**config.mk**
```make
export PLATFORM = sky130hd
export DESIGN_NAME = tile_collide_query
export DESIGN_NICKNAME = d
export VERILOG_FILES = /design/src/rtl/tile_collide_query_pkg.sv /design/src/rtl/tile_collide_query_range.sv /design/src/rtl/tile_collide_query.sv
export SDC_FILE = /design/constraint.sdc
export NUM_CORES = 1
export LEC_CHECK = 0
export BUFFER_PORTS_ARGS = -buffer_cell sky130_fd_sc_hd__buf_2
export CAP_MARGIN = 30
export CORE_ASPECT_RATIO = 1.2
export CORE_MARGIN = 1.5
export CORE_UTILIZATION = 56
export CTS_CLUSTER_DIAMETER = 200
export DETAILED_ROUTE_END_ITERATION = 7
export PLACE_DENSITY = 0.88
export RECOVER_POWER = 25
export SLEW_MARGIN = 20
export SYNTH_ARGS = -nofsm -noshare
export SYNTH_HDL_FRONTEND = slang
export SYNTH_HIERARCHICAL = 1
export SYNTH_SLANG_ARGS = --single-unit
```
**constraint.sdc**
```tcl
create_clock -name clk_i -period 9.9 [get_ports clk_i]
set_clock_uncertainty 0.15 [all_clocks]
set_input_delay 0.99 -clock clk_i [delete_from_list [all_inputs] [get_ports clk_i]]
set_output_delay 0.99 -clock clk_i [all_outputs]
set_load 0.01 [all_outputs]
```
**src/rtl/tile_collide_query_pkg.sv**
```systemverilog
// Shared types and constants for the tile collision query block.
// Also holds the clamp helper that maps a signed tile index into room bounds.
package tile_collide_query_pkg;

  localparam int TILE_SHIFT = 3;
  localparam int MAP_W_DEF = 16;
  localparam int MAP_H_DEF = 16;
  localparam logic [7:0] SOLID_MASK_DEF = 8'h01;

  typedef logic [3:0] tile_coord_t;

  typedef enum logic [2:0] {
    ST_IDLE,
    ST_RANGE,
    ST_READ,
    ST_CHECK,
    ST_RESP
  } collide_state_t;

  function automatic tile_coord_t clamp_tile(input logic signed [15:0] t, input int limit);
    tile_coord_t r;
    if (t < 16'sd0) begin
      r = '0;
    end else if (int'(t) > limit - 1) begin
      r = 4'(limit - 1);
    end else begin
      r = t[3:0];
    end
    return r;
  endfunction

endpackage

```
**src/rtl/tile_collide_query_range.sv**
```systemverilog
// One axis of the box-to-tile conversion: signed pixel span to clamped tile range.
// Combinational; the top instantiates it once for x and once for y.
module tile_range
  import tile_collide_query_pkg::*;
#(
  parameter int LIMIT = 16
) (
  input  logic [15:0] pos,
  input  logic [3:0]  size,
  output tile_coord_t t0,
  output tile_coord_t t1
);

  logic signed [15:0] pos_s;
  logic signed [15:0] last_s;
  logic signed [15:0] t0_raw;
  logic signed [15:0] t1_raw;

  assign pos_s  = signed'(pos);
  // Last covered pixel; only meaningful for size >= 1, which the FSM guarantees.
  assign last_s = pos_s + signed'({12'd0, size}) - 16'sd1;
  assign t0_raw = pos_s >>> TILE_SHIFT;
  assign t1_raw = last_s >>> TILE_SHIFT;

  assign t0 = clamp_tile(t0_raw, LIMIT);
  assign t1 = clamp_tile(t1_raw, LIMIT);

endmodule

```
**src/rtl/tile_collide_query.sv**
```systemverilog
// Walks the 8x8 tiles covered by a pixel box through a synchronous flag RAM and
// reports whether any is solid, with the first hit tile in row-major order.
module tile_collide_query
  import tile_collide_query_pkg::*;
#(
  parameter int         MAP_W      = MAP_W_DEF,
  parameter int         MAP_H      = MAP_H_DEF,
  parameter logic [7:0] SOLID_MASK = SOLID_MASK_DEF
) (
  input  logic        clk_i,
  input  logic        rst_ni,
  input  logic        req_valid_i,
  output logic        req_ready_o,
  input  logic [15:0] req_x_i,
  input  logic [15:0] req_y_i,
  input  logic [3:0]  req_w_i,
  input  logic [3:0]  req_h_i,
  output logic        map_rd_o,
  output logic [7:0]  map_addr_o,
  input  logic [7:0]  map_data_i,
  output logic        resp_valid_o,
  input  logic        resp_ready_i,
  output logic        resp_solid_o,
  output logic [3:0]  resp_tx_o,
  output logic [3:0]  resp_ty_o
);

  collide_state_t state;
  logic [15:0]    x_reg;
  logic [15:0]    y_reg;
  logic [3:0]     w_reg;
  logic [3:0]     h_reg;
  tile_coord_t    cx;
  tile_coord_t    cy;
  tile_coord_t    tx0;
  tile_coord_t    tx1;
  tile_coord_t    ty0;
  tile_coord_t    ty1;
  tile_coord_t    cx_next;
  tile_coord_t    cy_next;
  logic           hit;
  logic           last_tile;

  // Tile bounds stay valid for the whole query since the box registers are frozen.
  tile_range #(.LIMIT(MAP_W)) u_range_x (
    .pos (x_reg),
    .size(w_reg),
    .t0  (tx0),
    .t1  (tx1)
  );

  tile_range #(.LIMIT(MAP_H)) u_range_y (
    .pos (y_reg),
    .size(h_reg),
    .t0  (ty0),
    .t1  (ty1)
  );

  function automatic logic [7:0] tile_addr(input tile_coord_t tx, input tile_coord_t ty);
    return 8'(int'(ty) * MAP_W + int'(tx));
  endfunction

  assign hit       = (map_data_i & SOLID_MASK) != 8'h00;
  assign last_tile = (cx == tx1) && (cy == ty1);
  assign cx_next   = (cx == tx1) ? tx0 : cx + 4'd1;
  assign cy_next   = (cx == tx1) ? cy + 4'd1 : cy;

  always_ff @(posedge clk_i or negedge rst_ni) begin
    if (!rst_ni) begin
      state        <= ST_IDLE;
      x_reg        <= '0;
      y_reg        <= '0;
      w_reg        <= '0;
      h_reg        <= '0;
      cx           <= '0;
      cy           <= '0;
      req_ready_o  <= 1'b1;
      map_rd_o     <= 1'b0;
      map_addr_o   <= '0;
      resp_valid_o <= 1'b0;
      resp_solid_o <= 1'b0;
      resp_tx_o    <= '0;
      resp_ty_o    <= '0;
    end else begin
      map_rd_o   <= 1'b0;
      map_addr_o <= '0;
      case (state)
        ST_IDLE: begin
          if (req_valid_i && req_ready_o) begin
            x_reg       <= req_x_i;
            y_reg       <= req_y_i;
            w_reg       <= req_w_i;
            h_reg       <= req_h_i;
            req_ready_o <= 1'b0;
            state       <= ST_RANGE;
          end
        end
        ST_RANGE: begin
          if (w_reg == 4'd0 || h_reg == 4'd0) begin
            resp_solid_o <= 1'b0;
            resp_tx_o    <= '0;
            resp_ty_o    <= '0;
            resp_valid_o <= 1'b1;
            state        <= ST_RESP;
          end else begin
            cx         <= tx0;
            cy         <= ty0;
            map_rd_o   <= 1'b1;
            map_addr_o <= tile_addr(tx0, ty0);
            state      <= ST_READ;
          end
        end
        ST_READ: begin
          state <= ST_CHECK;
        end
        ST_CHECK: begin
          if (hit) begin
            resp_solid_o <= 1'b1;
            resp_tx_o    <= cx;
            resp_ty_o    <= cy;
            resp_valid_o <= 1'b1;
            state        <= ST_RESP;
          end else if (last_tile) begin
            resp_solid_o <= 1'b0;
            resp_tx_o    <= '0;
            resp_ty_o    <= '0;
            resp_valid_o <= 1'b1;
            state        <= ST_RESP;
          end else begin
            cx         <= cx_next;
            cy         <= cy_next;
            map_rd_o   <= 1'b1;
            map_addr_o <= tile_addr(cx_next, cy_next);
            state      <= ST_READ;
          end
        end
        ST_RESP: begin
          if (resp_ready_i) begin
            resp_valid_o <= 1'b0;
            req_ready_o  <= 1'b1;
            state        <= ST_IDLE;
          end
        end
        default: begin
          req_ready_o  <= 1'b1;
          resp_valid_o <= 1'b0;
          state        <= ST_IDLE;
        end
      endcase
    end
  end

endmodule

```
==> results of run 1 <==
-- cell usage after synthesis (3+ instances only) --
cell       instances  share of area
a211oi_2           5          0.012
nand3b_1           5         0.0072
nor2b_1            6         0.0072
o21ai_0           23          0.022
o32a_1             3         0.0058
o21a_1             3         0.0043
o41ai_1            3         0.0050
mux2_1             7          0.015
buf_6              4         0.0086
xor2_1             9          0.015
nand3_1           17          0.016
nor2_2             3         0.0036
nor3b_1            9          0.013
a21oi_1           20          0.019
a31oi_1           10          0.012
o311a_1            4         0.0077
nand2b_1           6         0.0072
a21boi_0           3         0.0043
nand4_1            9          0.011
inv_1             62          0.045
a21o_1             7          0.010
mux2_2            38          0.082
nor3_1            15          0.014
buf_2              9         0.0086
a22o_1             8          0.013
o211ai_1           5         0.0072
o21ai_1            4         0.0038
nand2_1           29          0.021
dfrtp_1           70           0.34
nor2_1            35          0.025
xnor2_1           12          0.020
ha_1              56           0.13
a2111oi_0          4         0.0067
-- cell type report --
class	instances	area [µm²]	share of cell area
sequential	71	1780	0.306
multi-input combinational	392	3120	0.537
clock buffer	12	155	0.0267
tap	120	150	0.0259
inverter	64	240	0.0414
timing repair buffer	67	334	0.0576
clock inverter	4	30.0	0.00517
-- worst register-to-register path: cells and delay by family (launching register included) --
kind                     cells  cell delay (ns)
XOR/XNOR                     1             0.23
AND/OR/NAND/NOR              6             1.49
AO/OA/AOI/OAI                5             1.49
adder cells (fa/ha/maj)      2             0.62
flip-flops                   1             0.42
buffers and inverters        2             0.14
-- through the flow --
step | util | hold slack [ns] | instances
after floorplan | - | 0.331 | 541
after global placement | 0.622 | 0.304 | 713
after detailed placement | 0.622 | 0.316 | 713
after CTS | 0.643 | 0.333 | 729
after global routing | 0.643 | 0.349 | 730
final | 0.643 | 0.331 | 730
-- cell usage in the layout (no fill, tap or decap), types with 3 or more instances in the layout --
| master | instances |
|---|---|
| xnor2_1 | 12 |
| ha_1 | 56 |
| nor3_1 | 15 |
| nor2_2 | 3 |
| o21ai_1 | 4 |
| inv_1 | 62 |
| clkbuf_1 | 4 |
| a211oi_2 | 5 |
| xor2_1 | 9 |
| nand3b_1 | 5 |
| nand2b_1 | 6 |
| nand4_1 | 9 |
| a31oi_1 | 10 |
| a2111oi_0 | 4 |
| a21o_1 | 7 |
| o21a_1 | 3 |
| o32a_1 | 3 |
| o211ai_1 | 5 |
| o41ai_1 | 3 |
| a21boi_0 | 3 |
| nor2_1 | 35 |
| a22o_1 | 8 |
| mux2_2 | 38 |
| nand2_1 | 29 |
| o311a_1 | 4 |
| a21oi_1 | 20 |
| o21ai_0 | 23 |
| nor2b_1 | 6 |
| mux2_1 | 7 |
| buf_2 | 63 |
| clkbuf_8 | 11 |
| nand3_1 | 17 |
| nor3b_1 | 9 |
| dfrtp_1 | 70 |
-- layer usage --
metal	global-route usage	up-vias	wire length (µm)
li1	-	2061	-
met1	0.298	2009	4850
met2	0.419	144	5580
met3	0.0530	30	595
met4	0.0960	0	258
met5	0	-	0
-- kinds of logic (layout without fill, tap and decap cells) --
kind of cell | after synthesis | after routing | synth area share
flops | 71 | 71 | 0.340
buf+inv | 78 | 147 | 0.0640
xor+xnor | 22 | 22 | 0.0383
compound gates | 118 | 118 | 0.170
mux | 46 | 46 | 0.0989
fa+ha+maj | 56 | 56 | 0.134
simple gates | 150 | 150 | 0.154
-- path summary, 6_finish.rpt --
path	startpoint	to	cells past startpoint
setup / recovery	x_reg[3]$_DFFE_PN0P_	cx[2]$_DFFE_PN0P_	16
hold / removal	resp_solid_o$_DFFE_PN0P_	resp_solid_o$_DFFE_PN0P_	1
setup reg to reg	x_reg[3]$_DFFE_PN0P_	cx[2]$_DFFE_PN0P_	16
hold reg to reg	resp_solid_o$_DFFE_PN0P_	resp_solid_o$_DFFE_PN0P_	1
max in group asynchronous	rst_ni	w_reg[1]$_DFFE_PN0P_	3
min in group asynchronous	rst_ni	resp_ty_o[1]$_DFFE_PN0P_	2
==> summary.md, run 1 <==
| Metric | Value |
|---|---|
| Global Route Usage Sum | `0.243` |
| Vias | `4,244` |
| First-pass GRT wire length | `19.2 mm` |
| Setup ws final | `5.31 ns` |
| Row count | `38` |
| Final WL | `11.3 mm` |
| Proportion of layout cells with a drive suffix above 1 | `0.244` |
| CP max-delay cell | `o21ai_2` |
| Die Wd | `91.2 µm` |
| Seq/Total Area, Yosys | `0.340` |
| Max_cap viols | `1` |
| Die Height | `109 µm` |
| Netlist cell types | `62` |
| Max-slew violations | `63` |
| Max incr delay on CP | `0.57 ns` |
| Hold_buf cts | `0` |
| Pin count of the biggest net entering global routing | `72` |
| Pre-Repair DR Iteration Count | `5` |
| Outcome | `finished, violations left` |
| Post-Syn Instances | `541` |
| Critical-path cell list | `inv_1 -> ha_1 -> inv_1 -> ha_1 -> nor3_1 -> nor2_1 -> nand3_1 -> a21boi_0 -> o41ai_1 -> nor3b_2 -> a31oi_1 -> xnor2_1 -> nand4_1 -> o21ai_2 -> and2_1 -> o22a_1` |
| Achievable Freq | `218 MHz` |
| Synth async-reset ratio | `1.00` |
| Violated checks | `capacitance limit, slew limit` |
| Final period util | `0.463` |
| Rel. slew slack | `-1.18` |
| Bufs on Longest Clock Path | `2` |
| # nets final | `713` |
| Worst slew pin tran | `3.26 ns` |
| Final hold vios | `0` |
| Syn_nets | `649` |
| Cell family with most CP delay | `simple AND/OR/NAND/NOR gates` |
| WS Path Type | `register to register` |
| Dpl cell area | `5620 µm²` |
| Clock sink total | `71` |
| Worst Path Buf+Inv | `2` |
| Most used DFF post-synth | `dfrtp_1` |
| CTS buffer count | `9` |
| Fin area | `5800 µm²` |
| Fillcell total | `740` |
| Place WS | `5.42 ns` |
| Final ANT Viol Nets | `0` |
| Initial drt markers | `316` |
| Reg2reg setup slack | `5.31 ns` |
| Input/output buffers | `64` |
| I/O pin total | `72` |
| Root buf cell | `clkbuf_8` |
| Placer Congestion | `0.890` |
| Synth-to-layout area growth | `11.1%` |
| Vias in the first global route | `4,237` |
| Setup tns final | `0 ns` |
| Yosys warns | `6` |
| Flops & latches, synth | `71` |
| Via density | `5.81` |
| Hold Crit Class | `register to register` |
| Die ar. | `9920 µm²` |
| CP endpoint kind | `register` |
| GRT overflow | `0` |
| Antenna Cells | `0` |
| Number of synthesized flops with an enable pin | `0` |
| CP startpoint kind | `register` |
| Initial core utilization | `0.578` |
| DRC violations left | `0` |
| Mapped cell area | `5220 µm²` |
| H-tree Lvls | `3` |
| Drt wl/cell | `15.5 µm` |
| CTS tree | `done` |
| CTS resizes | `0` |
| CP max FO | `16` |
| Core region area | `9030 µm²` |
| Final HPWL DP | `8.82 mm` |
| Initial antenna violation count | `0` |
| Worst EP arrival | `4.73 ns` |
| Final Critical Period | `4.59 ns` |
| Unrepaired setup endpoints after global routing | `false` |
| Setup Fix Bufs, Post-CTS | `0` |
| Mean Syn Cell Area | `9.65 µm²` |
| Setup-failing EPs final | `0` |
| Clock transition at path regs | `0.07 ns` |
| WP data required | `10.04 ns` |
| Clock latency on the worst-skew pair | `0.36 ns` |
Power of run 1 is left out: the tool's default activity adds up to more than one toggle a clock period on the data nets, which glitch-free logic cannot reach.
==> run 2: changes to the inputs <==
- clock period: 9.9 -> 4.8 ns (I/O delays scaled with it)
==> run 2 against run 1 <==
  * The flow still finishes with violations (capacitance limit, slew limit)
  * Routed wire length grew 2.1%
  * Worst setup slack worse by 4.9 ns
  * Global-route usage grew 1.2 points
  * Sequential share of layout area is the same
  * Non-clock buffer count unchanged
  * Critical path type unchanged
  * Largest cell class unchanged
==> summary.md, run 2 (synthesis gave the netlist of run 1 again) <==
| Metric | Value |
|---|---|
| Worst r2r path cells | `17 (+1)` |
| Clock transition at path regs | `0.07 ns (about the same)` |
| Violated checks | `capacitance limit, slew limit` |
| Row count | `38 (unchanged)` |
| Final ANT Viol Nets | `0 (unchanged)` |
| Input/output buffers | `64 (unchanged)` |
| H-tree Lvls | `3 (unchanged)` |
| Pre-Repair DR Iteration Count | `5 (unchanged)` |
| Via density | `5.91 (+1.7%)` |
| Hold Crit Start | `req_y_i[6]` |
| Clock sink total | `71 (unchanged)` |
| Most common cell after layout, fill and taps aside | `dfrtp_1` |
| First-pass GRT wire length | `20.1 mm (+4.9%)` |
| Setup ws final | `0.429 ns (-4.88 ns)` |
| Final hold vios | `0 (unchanged)` |
| I/O pin total | `72 (unchanged)` |
| Reg2reg setup slack | `0.43 ns (-4.88 ns)` |
| Clock latency on the worst-skew pair | `0.37 ns (about the same)` |
| Max_cap viols | `1 (unchanged)` |
| Setup Fix Bufs, Post-CTS | `0 (unchanged)` |
| CP endpoint kind | `register` |
| Outcome | `finished, violations left` |
| Hold Path End | `y_reg[6]$_DFFE_PN0P_` |
| Proportion of layout cells with a drive suffix above 1 | `0.238 (-0.00656)` |
| CTS tree | `done` |
| Reg area | `1780 µm² (unchanged)` |
| Vias | `4,317 (+1.7%)` |
| Placer Congestion | `0.927 (+4.2%)` |
| Final period util | `0.911 (+0.447)` |
| Initial core utilization | `0.578 (unchanged)` |
| Hold_buf cts | `0 (unchanged)` |
| Hold Crit Class | `input pin to register` |
| Antenna Cells | `0 (unchanged)` |
| Achievable Freq | `229 MHz (+4.9%)` |
| # nets final | `713 (unchanged)` |
| Drt wl/cell | `15.8 µm (+2.1%)` |
| Reg2reg end | `cy[2]$_DFFE_PN0P_` |
| Unrepaired setup endpoints after global routing | `false` |
| CTS buffer count | `9 (unchanged)` |
| Die ar. | `9920 µm² (unchanged)` |
| Core region area | `9030 µm² (unchanged)` |
| Initial drt markers | `276 (-13%)` |
| Non-filler cells, final | `730 (unchanged)` |
| Hold Slack | `0.176 ns (-0.156 ns)` |
| Worst slew pin tran | `1.94 ns (-1.32 ns)` |
| Die Height | `109 µm (unchanged)` |
| Synth-to-layout area growth | `11.1% (unchanged)` |
| Global Route Usage Sum | `0.255 (+0.0118)` |
| GRT overflow | `0 (unchanged)` |
| CP startpoint kind | `register` |
| Setup tns final | `0 ns (unchanged)` |
| Die Wd | `91.2 µm (unchanged)` |
| Pin count of the biggest net entering global routing | `41 (-43%)` |
| RR Startpoint | `x_reg[3]$_DFFE_PN0P_` |
| Setup-failing EPs final | `0 (unchanged)` |
| CTS resizes | `0 (unchanged)` |
| CP max FO | `9 (-7)` |
| Root buf cell | `clkbuf_8` |
| Place WS | `0.575 ns (-4.85 ns)` |
| Hold path depth | `2 (+1)` |
| WP data required | `4.93 ns (-5.11 ns)` |
| Fillcell total | `729 (-1.5%)` |
| Final HPWL DP | `8.97 mm (+1.7%)` |
| WS Path Type | `register to register` |
| Final Critical Period | `4.37 ns (-0.216 ns)` |
| Vias in the first global route | `4,354 (+2.8%)` |
| Initial antenna violation count | `0 (unchanged)` |
| Placed cells | `714 (+0.14%)` |
| Rel. slew slack | `-0.295 (+0.880)` |
| Final WL | `11.5 mm (+2.1%)` |
| Area of the multi-input gates | `3120 µm² (unchanged)` |
| Most frequent cells in the layout | `70 x dfrtp_1, 62 x inv_1, 59 x buf_2` |
| DRC violations left | `0 (unchanged)` |
| Max-slew violations | `36 (-43%)` |
| Worst EP arrival | `4.51 ns (-0.22 ns)` |
| Bufs on Longest Clock Path | `2 (unchanged)` |
-- run 2: cell count changes in the layout (fill, tap and decap cells not counted) --
cell       change
buf_2          -4
clkbuf_1       +4
buf_4          +2
clkbuf_8       -2
clkinv_4       -2
bufinv_16      +1
clkinv_2       +1
-- run 2: area by class of cell --
cell class | instances | area share
well taps | 120 | 0.0259
multi-input cells | 392 | 0.537
inverters | 64 | 0.0414
flip-flops and latches | 71 | 0.306
clock buffers | 12 | 0.0233
repair buffers | 67 | 0.0580
clock inverters | 4 | 0.00819
-- run 2: routing by layer --
metal | up-vias | GRT usage | part of all wire
met5 | - | 0 | 0
met3 | 31 | 0.0411 | 0.052
met2 | 160 | 0.434 | 0.51
met1 | 2070 | 0.315 | 0.42
met4 | 0 | 0.127 | 0.024
li1 | 2056 | - | -
-- run 2: stage by stage --
stage / util / cell area, µm²
after floorplan: - / 5220
after global placement: 0.623 / 5630
after detailed placement: 0.623 / 5630
after CTS: 0.643 / 5810
after global routing: 0.643 / 5800
final: 0.643 / 5800
-- run 2: worst max path at each step --
stage | start | end | slack (ns) | cells past startpoint
after floorplan | x_reg[3]$_DFFE_PN0P_ | cx[2]$_DFFE_PN0P_ | 1.22 | 17
after global placement | x_reg[3]$_DFFE_PN0P_ | cy[2]$_DFFE_PN0P_ | 0.70 | 17
after detailed placement | x_reg[3]$_DFFE_PN0P_ | cy[2]$_DFFE_PN0P_ | 0.58 | 17
after CTS | x_reg[3]$_DFFE_PN0P_ | cy[2]$_DFFE_PN0P_ | 0.50 | 17
after global routing | x_reg[3]$_DFFE_PN0P_ | cy[2]$_DFFE_PN0P_ | 0.13 | 17
final | x_reg[3]$_DFFE_PN0P_ | cy[2]$_DFFE_PN0P_ | 0.43 | 17
-- run 2: worst max-delay path: stages, from the launching register on --
cell and delay [ns]:
dfrtp_1 0.41, inv_1 0.08, ha_1 0.28, inv_1 0.04
ha_1 0.35, nor3_1 0.27, nor2_1 0.11, nand3_1 0.21
a21boi_0 0.13, o41ai_1 0.41, nor3b_2 0.40, a31oi_1 0.18
xnor2_2 0.20, nand4_1 0.18, o21ai_2 0.35, buf_4 0.22
o32ai_1 0.10, a211oi_2 0.21
Power of run 2 is left out for the same reason.
